[config.mk]
export PLATFORM = sky130hd
export DESIGN_NAME = pc_sequencer_flat
export DESIGN_NICKNAME = d
export VERILOG_FILES = /design/src/rtl/pc_sequencer_if.sv /design/src/rtl/pc_sequencer.sv /design/src/flat_wrapper.sv
export SDC_FILE = /design/constraint.sdc
export NUM_CORES = 1
export LEC_CHECK = 0
export ABC_AREA = 1
export CORE_MARGIN = 2
export CORE_UTILIZATION = 60
export CTS_BUF_LIST = sky130_fd_sc_hd__clkbuf_4
export CTS_CLUSTER_SIZE = 20
export DETAILED_ROUTE_END_ITERATION = 8
export GPL_TIMING_DRIVEN = 0
export PLACE_DENSITY_LB_ADDON = 0.25
export SYNTH_ARGS = -nofsm -noshare
export SYNTH_HDL_FRONTEND = slang
export SYNTH_SLANG_ARGS = --single-unit
[constraint.sdc]
create_clock -name clk0 -period 5.5 [get_ports clk0]
set_input_delay 0.825 -clock clk0 [delete_from_list [all_inputs] [get_ports clk0]]
set_output_delay 0.825 -clock clk0 [all_outputs]
set_load 0.01 [all_outputs]
[src/rtl/pc_sequencer_if.sv]
// Control-unit side of the program sequencer: instruction command fields in,
// program counter back out to the program memory.
interface pc_sequencer_if #(
    parameter int PC_W = 16
);
    logic [2:0]      cmd;
    logic [PC_W-1:0] target;
    logic            cond;
    logic [PC_W-1:0] pc;

    modport master (output cmd, output target, output cond, input pc);
    modport slave  (input cmd, input target, input cond, output pc);
endinterface

[src/rtl/pc_sequencer.sv]
// Single-clock program sequencer: tick divider, PC register, return stack and
// operator/display wait states. Instruction-level state moves only on tick.
module pc_sequencer #(
    parameter int PC_W  = 16,
    parameter int SW_W  = 16,
    parameter int DEPTH = 16,
    parameter int DIV   = 12500000
) (
    input  logic                     clk0,
    input  logic                     reset,
    pc_sequencer_if.slave            bus,
    input  logic                     ent,
    input  logic [SW_W-1:0]          switch,
    input  logic                     dl,
    output logic                     tick,
    output logic [SW_W-1:0]          r_switch,
    output logic [$clog2(DEPTH):0]   sp,
    output logic                     ovf,
    output logic                     unf,
    output logic                     halted
);
    localparam int AW    = $clog2(DEPTH);
    localparam int CNT_W = (DIV > 1) ? $clog2(DIV) : 1;
    localparam logic [CNT_W-1:0] CNT_LAST = CNT_W'(DIV - 1);
    localparam logic [AW:0]      SP_FULL  = (AW + 1)'(DEPTH);

    typedef enum logic [2:0] {
        CMD_NEXT    = 3'd0,
        CMD_JMP     = 3'd1,
        CMD_BR      = 3'd2,
        CMD_CALL    = 3'd3,
        CMD_RET     = 3'd4,
        CMD_WAIT_IN = 3'd5,
        CMD_WAIT_DL = 3'd6,
        CMD_HALT    = 3'd7
    } cmd_e;

    typedef enum logic {ST_RUN, ST_STOP} state_e;

    state_e            state_q, state_n;
    logic [CNT_W-1:0]  div_cnt, div_nxt;
    logic [PC_W-1:0]   pc_q, pc_n, pc_inc;
    logic [AW:0]       sp_n;
    logic [AW-1:0]     rd_idx;
    logic              ovf_n, unf_n, arm, arm_n, pend, pend_n, push;
    logic [SW_W-1:0]   rsw_n;
    logic              ent_s1, ent_s2, ent_d, release_edge;
    logic [PC_W-1:0]   stack [DEPTH];

    assign pc_inc       = pc_q + 1'b1;
    assign rd_idx       = AW'(sp - 1'b1);
    assign release_edge = ent_s2 & ~ent_d;
    assign halted       = (state_q == ST_STOP);
    assign bus.pc       = pc_q;
    assign div_nxt      = (div_cnt == CNT_LAST) ? '0 : div_cnt + 1'b1;

    // NOTE: every output of this block gets a default first, so no path can infer a latch.
    always_comb begin
        state_n = state_q;
        pc_n    = pc_q;
        sp_n    = sp;
        ovf_n   = ovf;
        unf_n   = unf;
        rsw_n   = r_switch;
        arm_n   = arm;
        pend_n  = pend;
        push    = 1'b0;
        if (state_q == ST_RUN) begin
            if (release_edge && bus.cmd == CMD_WAIT_IN) pend_n = 1'b1;
            if (tick) begin
                if (bus.cmd != CMD_WAIT_IN) pend_n = 1'b0;
                if (bus.cmd != CMD_WAIT_DL) arm_n  = 1'b0;
                case (bus.cmd)
                    CMD_NEXT: pc_n = pc_inc;
                    CMD_JMP:  pc_n = bus.target;
                    CMD_BR:   pc_n = bus.cond ? bus.target : pc_inc;
                    CMD_CALL:
                        if (sp == SP_FULL) begin
                            ovf_n   = 1'b1;
                            state_n = ST_STOP;
                        end else begin
                            push = 1'b1;
                            sp_n = sp + 1'b1;
                            pc_n = bus.target;
                        end
                    CMD_RET:
                        if (sp == '0) begin
                            unf_n   = 1'b1;
                            state_n = ST_STOP;
                        end else begin
                            pc_n = stack[rd_idx];
                            sp_n = sp - 1'b1;
                        end
                    // A release seen in this very cycle survives for the next tick.
                    CMD_WAIT_IN:
                        if (pend) begin
                            rsw_n  = switch;
                            pc_n   = pc_inc;
                            pend_n = release_edge;
                        end
                    CMD_WAIT_DL:
                        if (!arm) begin
                            arm_n = 1'b1;
                        end else if (!dl) begin
                            pc_n  = pc_inc;
                            arm_n = 1'b0;
                        end
                    CMD_HALT: state_n = ST_STOP;
                    default: ;
                endcase
            end
        end
    end

    // NOTE: sequential state uses non-blocking assignments so all flops update together.
    always_ff @(posedge clk0 or negedge reset) begin
        if (!reset) begin
            div_cnt  <= '0;
            tick     <= 1'b0;
            ent_s1   <= 1'b1;
            ent_s2   <= 1'b1;
            ent_d    <= 1'b1;
            state_q  <= ST_RUN;
            pc_q     <= '0;
            sp       <= '0;
            ovf      <= 1'b0;
            unf      <= 1'b0;
            r_switch <= '0;
            arm      <= 1'b0;
            pend     <= 1'b0;
        end else begin
            div_cnt  <= div_nxt;
            tick     <= (div_nxt == CNT_LAST);
            ent_s1   <= ent;
            ent_s2   <= ent_s1;
            ent_d    <= ent_s2;
            state_q  <= state_n;
            pc_q     <= pc_n;
            sp       <= sp_n;
            ovf      <= ovf_n;
            unf      <= unf_n;
            r_switch <= rsw_n;
            arm      <= arm_n;
            pend     <= pend_n;
        end
    end

    // NOTE: the stack array is deliberately not reset; sp=0 makes stale entries unreachable.
    always_ff @(posedge clk0) begin
        if (push) stack[sp[AW-1:0]] <= pc_inc;
    end
endmodule

[src/flat_wrapper.sv]
// flat-port wrapper written by rule: the top's interface ports become plain ports
module pc_sequencer_flat 
#(
    parameter int PC_W  = 16,
    parameter int SW_W  = 16,
    parameter int DEPTH = 16,
    parameter int DIV   = 12500000
)
  (clk0, reset, ent, switch, dl, tick, r_switch, sp, ovf, unf, halted, bus_cmd, bus_target, bus_cond, bus_pc);
  pc_sequencer_if #(.PC_W(PC_W)) bus_i ();
  input  logic clk0;
  input  logic reset;
  input  logic ent;
  input  logic [SW_W-1:0] switch;
  input  logic dl;
  output logic tick;
  output logic [SW_W-1:0] r_switch;
  output logic [$clog2(DEPTH):0] sp;
  output logic ovf;
  output logic unf;
  output logic halted;
  input wire logic [$bits(bus_i.cmd)-1:0] bus_cmd;
  input wire logic [$bits(bus_i.target)-1:0] bus_target;
  input wire logic [$bits(bus_i.cond)-1:0] bus_cond;
  output wire logic [$bits(bus_i.pc)-1:0] bus_pc;
  assign bus_i.cmd = bus_cmd;
  assign bus_i.target = bus_target;
  assign bus_i.cond = bus_cond;
  assign bus_pc = bus_i.pc;
  pc_sequencer #(.PC_W(PC_W), .SW_W(SW_W), .DEPTH(DEPTH), .DIV(DIV)) u_core (.clk0(clk0), .reset(reset), .bus(bus_i), .ent(ent), .switch(switch), .dl(dl), .tick(tick), .r_switch(r_switch), .sp(sp), .ovf(ovf), .unf(unf), .halted(halted));
endmodule
### Word level (Yosys, flattened, before mapping)

Memory sizes are Yosys's and may differ from the RTL's.
Cells that the tools add are included.
Widths: inputs -> output; s select.

| word-level totals | value |
|---|---|
| memories kept | 1 |
| bits of input ports | 40 |
| register bits after elaboration | 70 |
| RAM bits | 256 |

| operators by class | value |
|---|---|
| reduce and logical (&&, ||, !) cells | 11 |
| add/sub/neg operators | 4 |
| equal/unequal tests | 17 |
| mux-type cells | 31 |
| bitwise gates (word level) | 3 |

Memory list:

| memory | words | width | read ports | clocked after Yosys merged registers in | wr ports | RTL line | text |
|---|---|---|---|---|---|---|---|
| u_core.stack | 16 | 16 | 1 | 0 | 1 | pc_sequencer.sv:48 | `logic [PC_W-1:0] stack [DEPTH];` |

Operators by type and width:

| cell | count |
|---|---|
| $pmux 16 s7 | 1 |
| $mux 16 | 6 |
| $eq 24x24->1 const B | 2 |
| $add 24x1->24 const B | 1 |
| $mux 24 | 1 |
| $mux 1 | 19 |
| $add 16x1->16 const B | 1 |
| $eq 3x3->1 const B | 4 |
| $reduce_and 4->1 | 3 |
| $mux 5 | 2 |
| $pmux 5 s2 | 1 |
| $reduce_and 8->1 | 1 |
| $reduce_bool 7->1 | 1 |
| $eq 3x2->1 const B | 2 |
| $ne 2x2->1 const B | 3 |
| $ne 3x3->1 const B | 2 |
| $add 5x1->5 const B | 1 |
| $eq 5x5->1 const B | 1 |
| $logic_not 5->1 | 1 |
| $reduce_and 5->1 | 1 |
| $sub 5x1->5 const B | 1 |
| $ne 2x1->1 const B | 2 |
| $eq 3x1->1 const B | 1 |
| $logic_not 3->1 | 1 |
| other kinds (6) | 7 |

### Depth between registers and ports, before layout

Gate-level depths: netlist (run 1).

| logic depth | value |
|---|---|
| word-level depth | 8 |
| gate-level depth with buffers | 16 |
| gate-level depth less buffers | 12 |

### Worst setup path after synthesis (run 1)

No wires, ideal clock.

| path | value |
|---|---|
| path type | reg-to-reg |
| from | register u_core.sp[0] |
| to | memory u_core.stack[15][0] (enable) |
| buffers on the path | 2 |
| slack | 2.220 ns |
| clock period less this slack | 3.280 ns |
| arrival | 2.849 ns |
| data required time | 5.070 ns |
| cell stages (with the launch flop) | 8 |
| path through | dfrtp_1 > inv_2 > buf_2 > buf_2 > ha_1 > nand3_2 > nor2_1 > nor4_1 |

| between the ends | value |
|---|---|
| word-level cells in the longest chain between the ends | 7 |

RTL lines:

| item | RTL line | text |
|---|---|---|
| start: declaration | pc_sequencer.sv:17 | `output logic [$clog2(DEPTH):0] sp,` |
| start signal: assignment | pc_sequencer.sv:139 | `sp <= sp_n;` |
| $eq 5x5->1 | pc_sequencer.sv:78 | `if (sp == SP_FULL) begin` |
| $mux 1 | pc_sequencer.sv:78 |  |
| $mux 1 | pc_sequencer.sv:73 | `case (bus.cmd)` |
| $mux 1 | pc_sequencer.sv:70 | `if (tick) begin` |
| $mux 1 | pc_sequencer.sv:68 | `if (state_q == ST_RUN) begin` |
| $mux 1 | pc_sequencer.sv:150 | `if (push) stack[sp[AW-1:0]] <= pc_inc;` |
| $mux 1 (implied by the code) | pc_sequencer.sv:150 |  |
| end: declaration | pc_sequencer.sv:48 |  |

Several ways; a longest one is shown, not always the timed one.

### Worst setup path in the final report (run 1)

| path | value |
|---|---|
| from | register u_core.sp[0] |
| to | memory u_core.stack[10][4] (enable) |

Same word-level chain as after synthesis.

==> results of run 1 <==
metal layers:
metal / up-vias / wire length [um]
li1: 5180 / -
met1: 5484 / 15500
met2: 876 / 19400
met3: 148 / 5720
met4: 0 / 1910
met5: - / 0
where the power goes:
part / total (mW) / internal [mW] / leakage, nW / switching [mW]
combinational: 0.615 / 0.186 / 2.99 / 0.430
clock: 2.14 / 1.14 / 0.655 / 0.994
sequential: 2.75 / 2.73 / 3.26 / 0.0269
total: 5.50 / 4.05 / 6.91 / 1.45
critical path: stages, from the launching register on:
cell	delay, ps
dfrtp_1	580
inv_2	140
buf_2	210
buf_2	250
ha_1	280
nand3_2	100
nor2_1	80
nor3_1	400
nand2_1	280
nor2_2	710
buf_8	240
flip-flops by register name, summed over array words and instances (netlist names):
register         cells
u_core.arm           1
u_core.bus.pc       16
u_core.div_cnt      24
u_core.ent_d         1
u_core.ent_s1        1
u_core.ent_s2        1
u_core.halted        1
u_core.ovf           1
u_core.pend          1
u_core.r_switch     16
u_core.sp            5
u_core.stack       256
u_core.tick          1
u_core.unf           1
path summary, 6_finish.rpt:
kind	start	end	slack, ps	depth (start not counted)
max	u_core.sp[0]	u_core.stack[10][4]	1860	10
min	u_core.ent_s2	u_core.ent_d	370	0
max reg2reg	u_core.sp[0]	u_core.stack[10][4]	1860	10
min reg2reg	u_core.ent_s2	u_core.ent_d	370	0
max in group asynchronous	reset	u_core.div_cnt[2]	4420	3
min in group asynchronous	reset	u_core.bus.pc[13]	490	2
per-stage QoR:
stage                     setup slack [ps]  total power [mW]
after global routing                  1740              5.67
after global placement                -231              3.37
after floorplan                       2220              3.12
final                                 1860              5.50
after CTS                             1920              5.50
after detailed placement              1830              3.39
synth_stat cells, types with 2 or more instances:
library cell / number
nand2_1: 368
edfxtp_1: 256
nor2_1: 151
nand3_1: 134
inv_1: 88
dfrtp_1: 67
o21ai_0: 56
a21oi_1: 41
buf_2: 34
mux2_2: 16
o221ai_1: 16
nand4_1: 15
clkbuf_1: 14
xor2_1: 14
a22oi_1: 11
nor3_1: 11
nor2_2: 9
o21ai_1: 9
inv_2: 8
ha_1: 7
nand2_2: 7
buf_4: 5
o22ai_1: 5
a211oi_1: 4
a21boi_1: 4
xnor2_1: 4
dfstp_2: 3
nand3b_1: 3
o211ai_1: 3
o21bai_1: 3
or2_2: 3
a22o_1: 2
buf_6: 2
inv_4: 2
nand3_2: 2
nand3_4: 2
nor3_2: 2
xor2_2: 2
what timing repair did:
action / CTS / global route
endpoints found under the hold margin: 5 / 0
resized for setup: 0 / 0
setup buffers: 0 / 0
hold buffers: 1 / 0
cell type report:
| cell class | instances | area (um2) |
|---|---|---|
| inverters | 98 | 373 |
| well taps | 319 | 399 |
| multi-input cells | 912 | 4480 |
| clock inverters | 24 | 159 |
| clock buffers | 126 | 946 |
| plain buffers | 55 | 283 |
| fillers | 1658 | 6410 |
| repair buffers | 99 | 1110 |
| flip-flops and latches | 326 | 9440 |
| diodes | 1 | 2.50 |
cells by family after synthesis:
family | count (synthesis) | synth area share [%]
fa+ha+maj | 7 | 0.603
xor+xnor | 21 | 1.42
simple gates | 710 | 20.7
mux | 16 | 1.24
flops | 326 | 65.0
compound gates | 158 | 6.49
buf+inv | 153 | 4.51
==> impl_metrics.json, run 1 <==
{
  "status": "complete, but fails checks",
  "violations": "capacitance limit",
  "grt_max_degree": 66,
  "drcViolationCount": 0,
  "fmax_mhz": 275,
  "clkSinkCount": 326,
  "rsz0062_at_grt": "false",
  "cp.arrival_ps": 4020,
  "min_period_over_period_pct": 66.2,
  "yosysSeqAreaShare_pct": 65.0,
  "ir_worst_vdd_mv": 0.287,
  "p_per_area_mw_per_mm2": 320,
  "port-buffer-count": 79,
  "final_util_pct": 72.8,
  "clk_latency_ps": 720,
  "vias": 11700,
  "final_cells": 1960,
  "dp_hpwl_um": 28400,
  "finalWeightedCongestion": 0.918,
  "synth-main-ff-cell": "edfxtp_1",
  "synthCells": 1391,
  "start_util_pct": 61.5,
  "cts_buffers": 82,
  "finalSetupTns_ps": 0,
  "htree_num_levels": 3,
  "wire_per_inst_um": 21.7,
  "use_met3_pct": 8.78,
  "crit_fanout": 12,
  "die_h_um": 160,
  "ios": 81,
  "grt-ovfl-total": 0,
  "dieWidth_um": 160,
  "antenna_found_initial": 2,
  "core-area_mm2": 0.0236,
  "synth_nets": 1438,
  "cts_tree": "built",
  "final_common_cell": "nand2_1",
  "syn-cell-area_mm2": 0.0145,
  "top_usage_layer": "met2",
  "postRouteAntennaNets": 0,
  "areaGrowthSynthToFinish_pct": 18.4,
  "clock-root-buffer": "clkbuf_4",
  "path_clk_slew_ps": 70,
  "num_rows": 56,
  "drt-pass1-iter-count": 5,
  "dieArea_mm2": 0.0255,
  "drive_gt1_share_pct": 16.8,
  "slew_violations": 0,
  "yosysTopAreaCell": "edfxtp_1",
  "cp-end-kind": "flip-flop",
  "hold_ws_ps": 369,
  "dp.cells": 1808,
  "grt_use_met2_pct": 52.4,
  "synth_edf_count": 256,
  "slew_headroom_pct": 1.13,
  "grt_pass1_wl_um": 64900,
  "worstPathRequired_ps": 5880,
  "globalRouteMet1Util_pct": 45.2,
  "fin_skew_ps": 58.3,
  "hold_violations": 0,
  "hold_path.class": "reg2reg",
  "netlist_top_cells_area": "edfxtp_1 53%, dfrtp_1 12%, nand2_1 9.5%, nand3_1 4.6%, nor2_1 3.9%",
  "start_kind": "flip-flop",
  "avgSynthCellArea_um2": 10.4,
  "fin_nets": 1621,
  "track_usage_pct": 33.8,
  "dpl_cell_area_mm2": 0.0161,
  "layout_min_cycle_time_ps": 3640,
  "yosys_warnings": 0,
  "yosysUniqueCellTypes": 46,
  "synth_top_area_share_pct": 52.9,
  "final_cell_mix": "368 x nand2_1, 256 x edfxtp_1, 136 x nor2_1, 134 x nand3_1, 126 x clkbuf_4",
  "p_leak_nw": 6.91,
  "worstMarginPinSlew_ps": 1480,
  "wirelength_um": 42600,
  "setup_viol": 0,
  "drtIter0Drc": 1612,
  "grt_pass1_vias": 11600,
  "ys_async_sr_fraction_pct": 21.5,
  "worst-setup-path-type": "reg2reg",
  "maxCapViolCount": 1,
  "cts_max_path_buffers": 3,
  "final_area_mm2": 0.0172,
  "ys_ff_latch": 326,
  "viasPerCell": 5.96
}
Note: power is estimated with default switching activity, not from simulation.
==> run 2, diff against run 1 <==
--- a/config.mk
+++ b/config.mk
@@ -7,7 +7,7 @@
 export LEC_CHECK = 0
 export ABC_AREA = 1
 export CORE_MARGIN = 2
-export CORE_UTILIZATION = 60
+export CORE_UTILIZATION = 56
 export CTS_BUF_LIST = sky130_fd_sc_hd__clkbuf_4
 export CTS_CLUSTER_SIZE = 20
 export DETAILED_ROUTE_END_ITERATION = 8
==> constraint.sdc (replaced) <==
create_clock -name clk0 -period 3.2 [get_ports clk0]
set_input_delay 0.48 -clock clk0 [delete_from_list [all_inputs] [get_ports clk0]]
set_output_delay 0.48 -clock clk0 [all_outputs]
set_load 0.01 [all_outputs]
==> run 2 against run 1 <==
The run ends with setup timing left. Final cell count up 1.0%. Sequential cell count unchanged. Clock power grew 64%. Worst hold slack got worse by 210 ps. Via count decreased by 0.40%. Utilization decreased by 4.1 points. Wire length is 0.77% higher. Global-route usage shrank 2.1 points. Critical endpoint is now u_core.stack[12][7].
==> impl_metrics.json, run 2 (same netlist as run 1, synthesis figures left out) <==
{
  "final_common_cell": "nand2_1",
  "worst_r2r_path_depth": 9,
  "drt-pass1-iter-count": 6,
  "sw_frac_of_total_pct": 26.4,
  "start_kind": "flip-flop",
  "drcViolationCount": 0,
  "cp-end-kind": "flip-flop",
  "num_rows": 58,
  "slowest_delay_ps": 580,
  "p_sw_mw": 2.46,
  "clk_latency_ps": 690,
  "status": "complete, but fails checks",
  "dieWidth_um": 165,
  "finalWorstSetupSlack_ps": -57.3,
  "wire_per_inst_um": 21.7,
  "grt-ovfl-total": 0,
  "hold_violations": 0,
  "p_total_mw": 9.32,
  "layout_min_cycle_time_ps": 3260,
  "grt_max_degree": 66,
  "vias": 11600,
  "dp_hpwl_um": 28600,
  "largest_reg_flops": 256,
  "clock-root-buffer": "clkbuf_4",
  "finalWeightedCongestion": 0.957,
  "wirelength_um": 42900,
  "ir_worst_vdd_mv": 0.401,
  "hold_ws_ps": 158,
  "cp.arrival_ps": 3610,
  "setup_viol": 28,
  "port-buffer-count": 79,
  "drtIter0Drc": 1754,
  "reg2reg_slack_ps": -60,
  "rsz0062_at_grt": "true",
  "p_seq_share_pct": 50.8,
  "worst-setup-path-type": "reg2reg",
  "p_per_area_mw_per_mm2": 536,
  "ios": 81,
  "r2r_end": "u_core.stack[12][7]",
  "final_cell_mix": "368 x nand2_1, 256 x edfxtp_1, 136 x nor2_1, 134 x nand3_1, 126 x clkbuf_4",
  "p_comb_share_pct": 11.5,
  "grt_pass1_vias": 11300,
  "postRouteAntennaNets": 0,
  "htree_num_levels": 3,
  "track_usage_pct": 31.8,
  "maxCapViolCount": 0,
  "fin_nets": 1632,
  "slew_violations": 0,
  "min_period_over_period_pct": 102,
  "worstMarginPinSlew_ps": 1390,
  "p_int_mw": 6.86,
  "crit_fanout": 14,
  "core-area_mm2": 0.0253,
  "fmax_mhz": 307,
  "viasPerCell": 5.88,
  "p_leak_nw": 6.98,
  "cts_tree": "built",
  "worstPathCellList": "inv_2 > buf_6 > ha_1 > nand3_2 > nor2_1 > nor3_1 > nand2_1 > nor2_4 > buf_8",
  "start_util_pct": 57.4,
  "hold_path.class": "in2async",
  "pwr-share-clk_pct": 37.8,
  "path_clk_slew_ps": 70,
  "antenna_found_initial": 2,
  "die_h_um": 165,
  "cts_max_path_buffers": 3,
  "areaGrowthSynthToFinish_pct": 19.8,
  "violations": "setup timing",
  "worstPathRequired_ps": 3560,
  "n_fill_cell": 1821,
  "final_util_pct": 68.7,
  "fin_skew_ps": 36.7,
  "slew_headroom_pct": 7.29,
  "clkSinkCount": 326,
  "drive_gt1_share_pct": 17.4,
  "timing.rr.start": "u_core.sp[0]",
  "critPathSlowestCell": "dfrtp_1",
  "place_ws_ps": -361,
  "dieArea_mm2": 0.0272,
  "grt_pass1_wl_um": 63200,
  "cts_buffers": 83
}
run 2: changes by cell type in the layout (fill, tap and decap cells not counted), moves of 2 or more:
cell	previous run	this run
clkbuf_2	0	6
inv_2	10	8
o21ai_0	56	54
nor2_2	24	11
buf_12	0	4
clkinv_2	3	5
clkinvlp_4	2	0
buf_4	9	16
buf_2	34	29
clkbuf_1	14	8
nor2_4	1	14
clkinv_1	14	19
run 2: cell type report:
class / count / area, um2 / area share, %
antenna: 1 / 2.50 / 0.0144
buffer: 54 / 299 / 1.72
clock buffer: 124 / 931 / 5.35
clock inverter: 25 / 126 / 0.726
inverter: 98 / 373 / 2.14
multi-input combinational: 912 / 4570 / 26.2
sequential: 326 / 9440 / 54.3
tap: 330 / 413 / 2.37
timing repair buffer: 110 / 1250 / 7.19
run 2: per-layer routing:
metal / share of wire [%] / track usage [%] / vias up
li1: - / - / 5223
met1: 38 / 42.2 / 5445
met2: 45 / 48.4 / 820
met3: 13 / 9.54 / 151
met4: 4.5 / 14.7 / 2
met5: 0.026 / 0 / -
run 2: per-stage QoR:
| stage | setup TNS [ps] | instance area [um2] | cells |
|---|---|---|---|
| floorplan | 0 | 14500 | 1391 |
| detailed placement | -12230 | 16100 | 1817 |
| global placement | -277650 | 15700 | 1800 |
| CTS | -1300 | 17200 | 1968 |
| finish | -513 | 17400 | 1980 |
| global route | -5330 | 17400 | 1980 |
run 2: what timing repair did:
action,CTS,global route
gates cloned,0,0
resized for setup,18,10
hold buffers,1,0
endpoints found under the hold margin,67,0
pin swaps,1,4
setup buffers,1,12
setup endpoints to repair,151,157
run 2: worst max path at each step:
stage | from | endpoint | slack [ps] | depth (start not counted)
4_1_cts | u_core.sp[0] | u_core.stack[14][14] | -70 | 10
3_5_place_dp | u_core.sp[0] | u_core.bus.pc[0] | -360 | 15
3_3_place_gp | u_core.sp[0] | u_core.stack[8][6] | -980 | 9
6_report | u_core.sp[0] | u_core.stack[12][7] | -60 | 9
5_1_grt | u_core.sp[0] | u_core.stack[12][7] | -150 | 9
2_1_floorplan | u_core.sp[0] | u_core.stack[0][0] | 390 | 9
run 2: power by group through the flow:
| stage | Sequential [mW] | Combinational [mW] | Clock [mW] |
|---|---|---|---|
| 2_1_floorplan | 4.82 | 0.553 | 0 |
| 3_3_place_gp | 4.82 | 0.987 | 0 |
| 3_5_place_dp | 4.82 | 1.02 | 0 |
| 4_1_cts | 4.73 | 1.03 | 3.54 |
| 5_1_grt | 4.73 | 1.14 | 3.76 |
| 6_report | 4.73 | 1.07 | 3.52 |
run 2: critical path, delay by kind of cell (launching register included):
| family | cells | cell delay [ps] |
|---|---|---|
| adders and majority gates | 1 | 250 |
| buffers and inverters | 3 | 690 |
| DFF | 1 | 580 |
| and+or+nand+nor | 5 | 1400 |
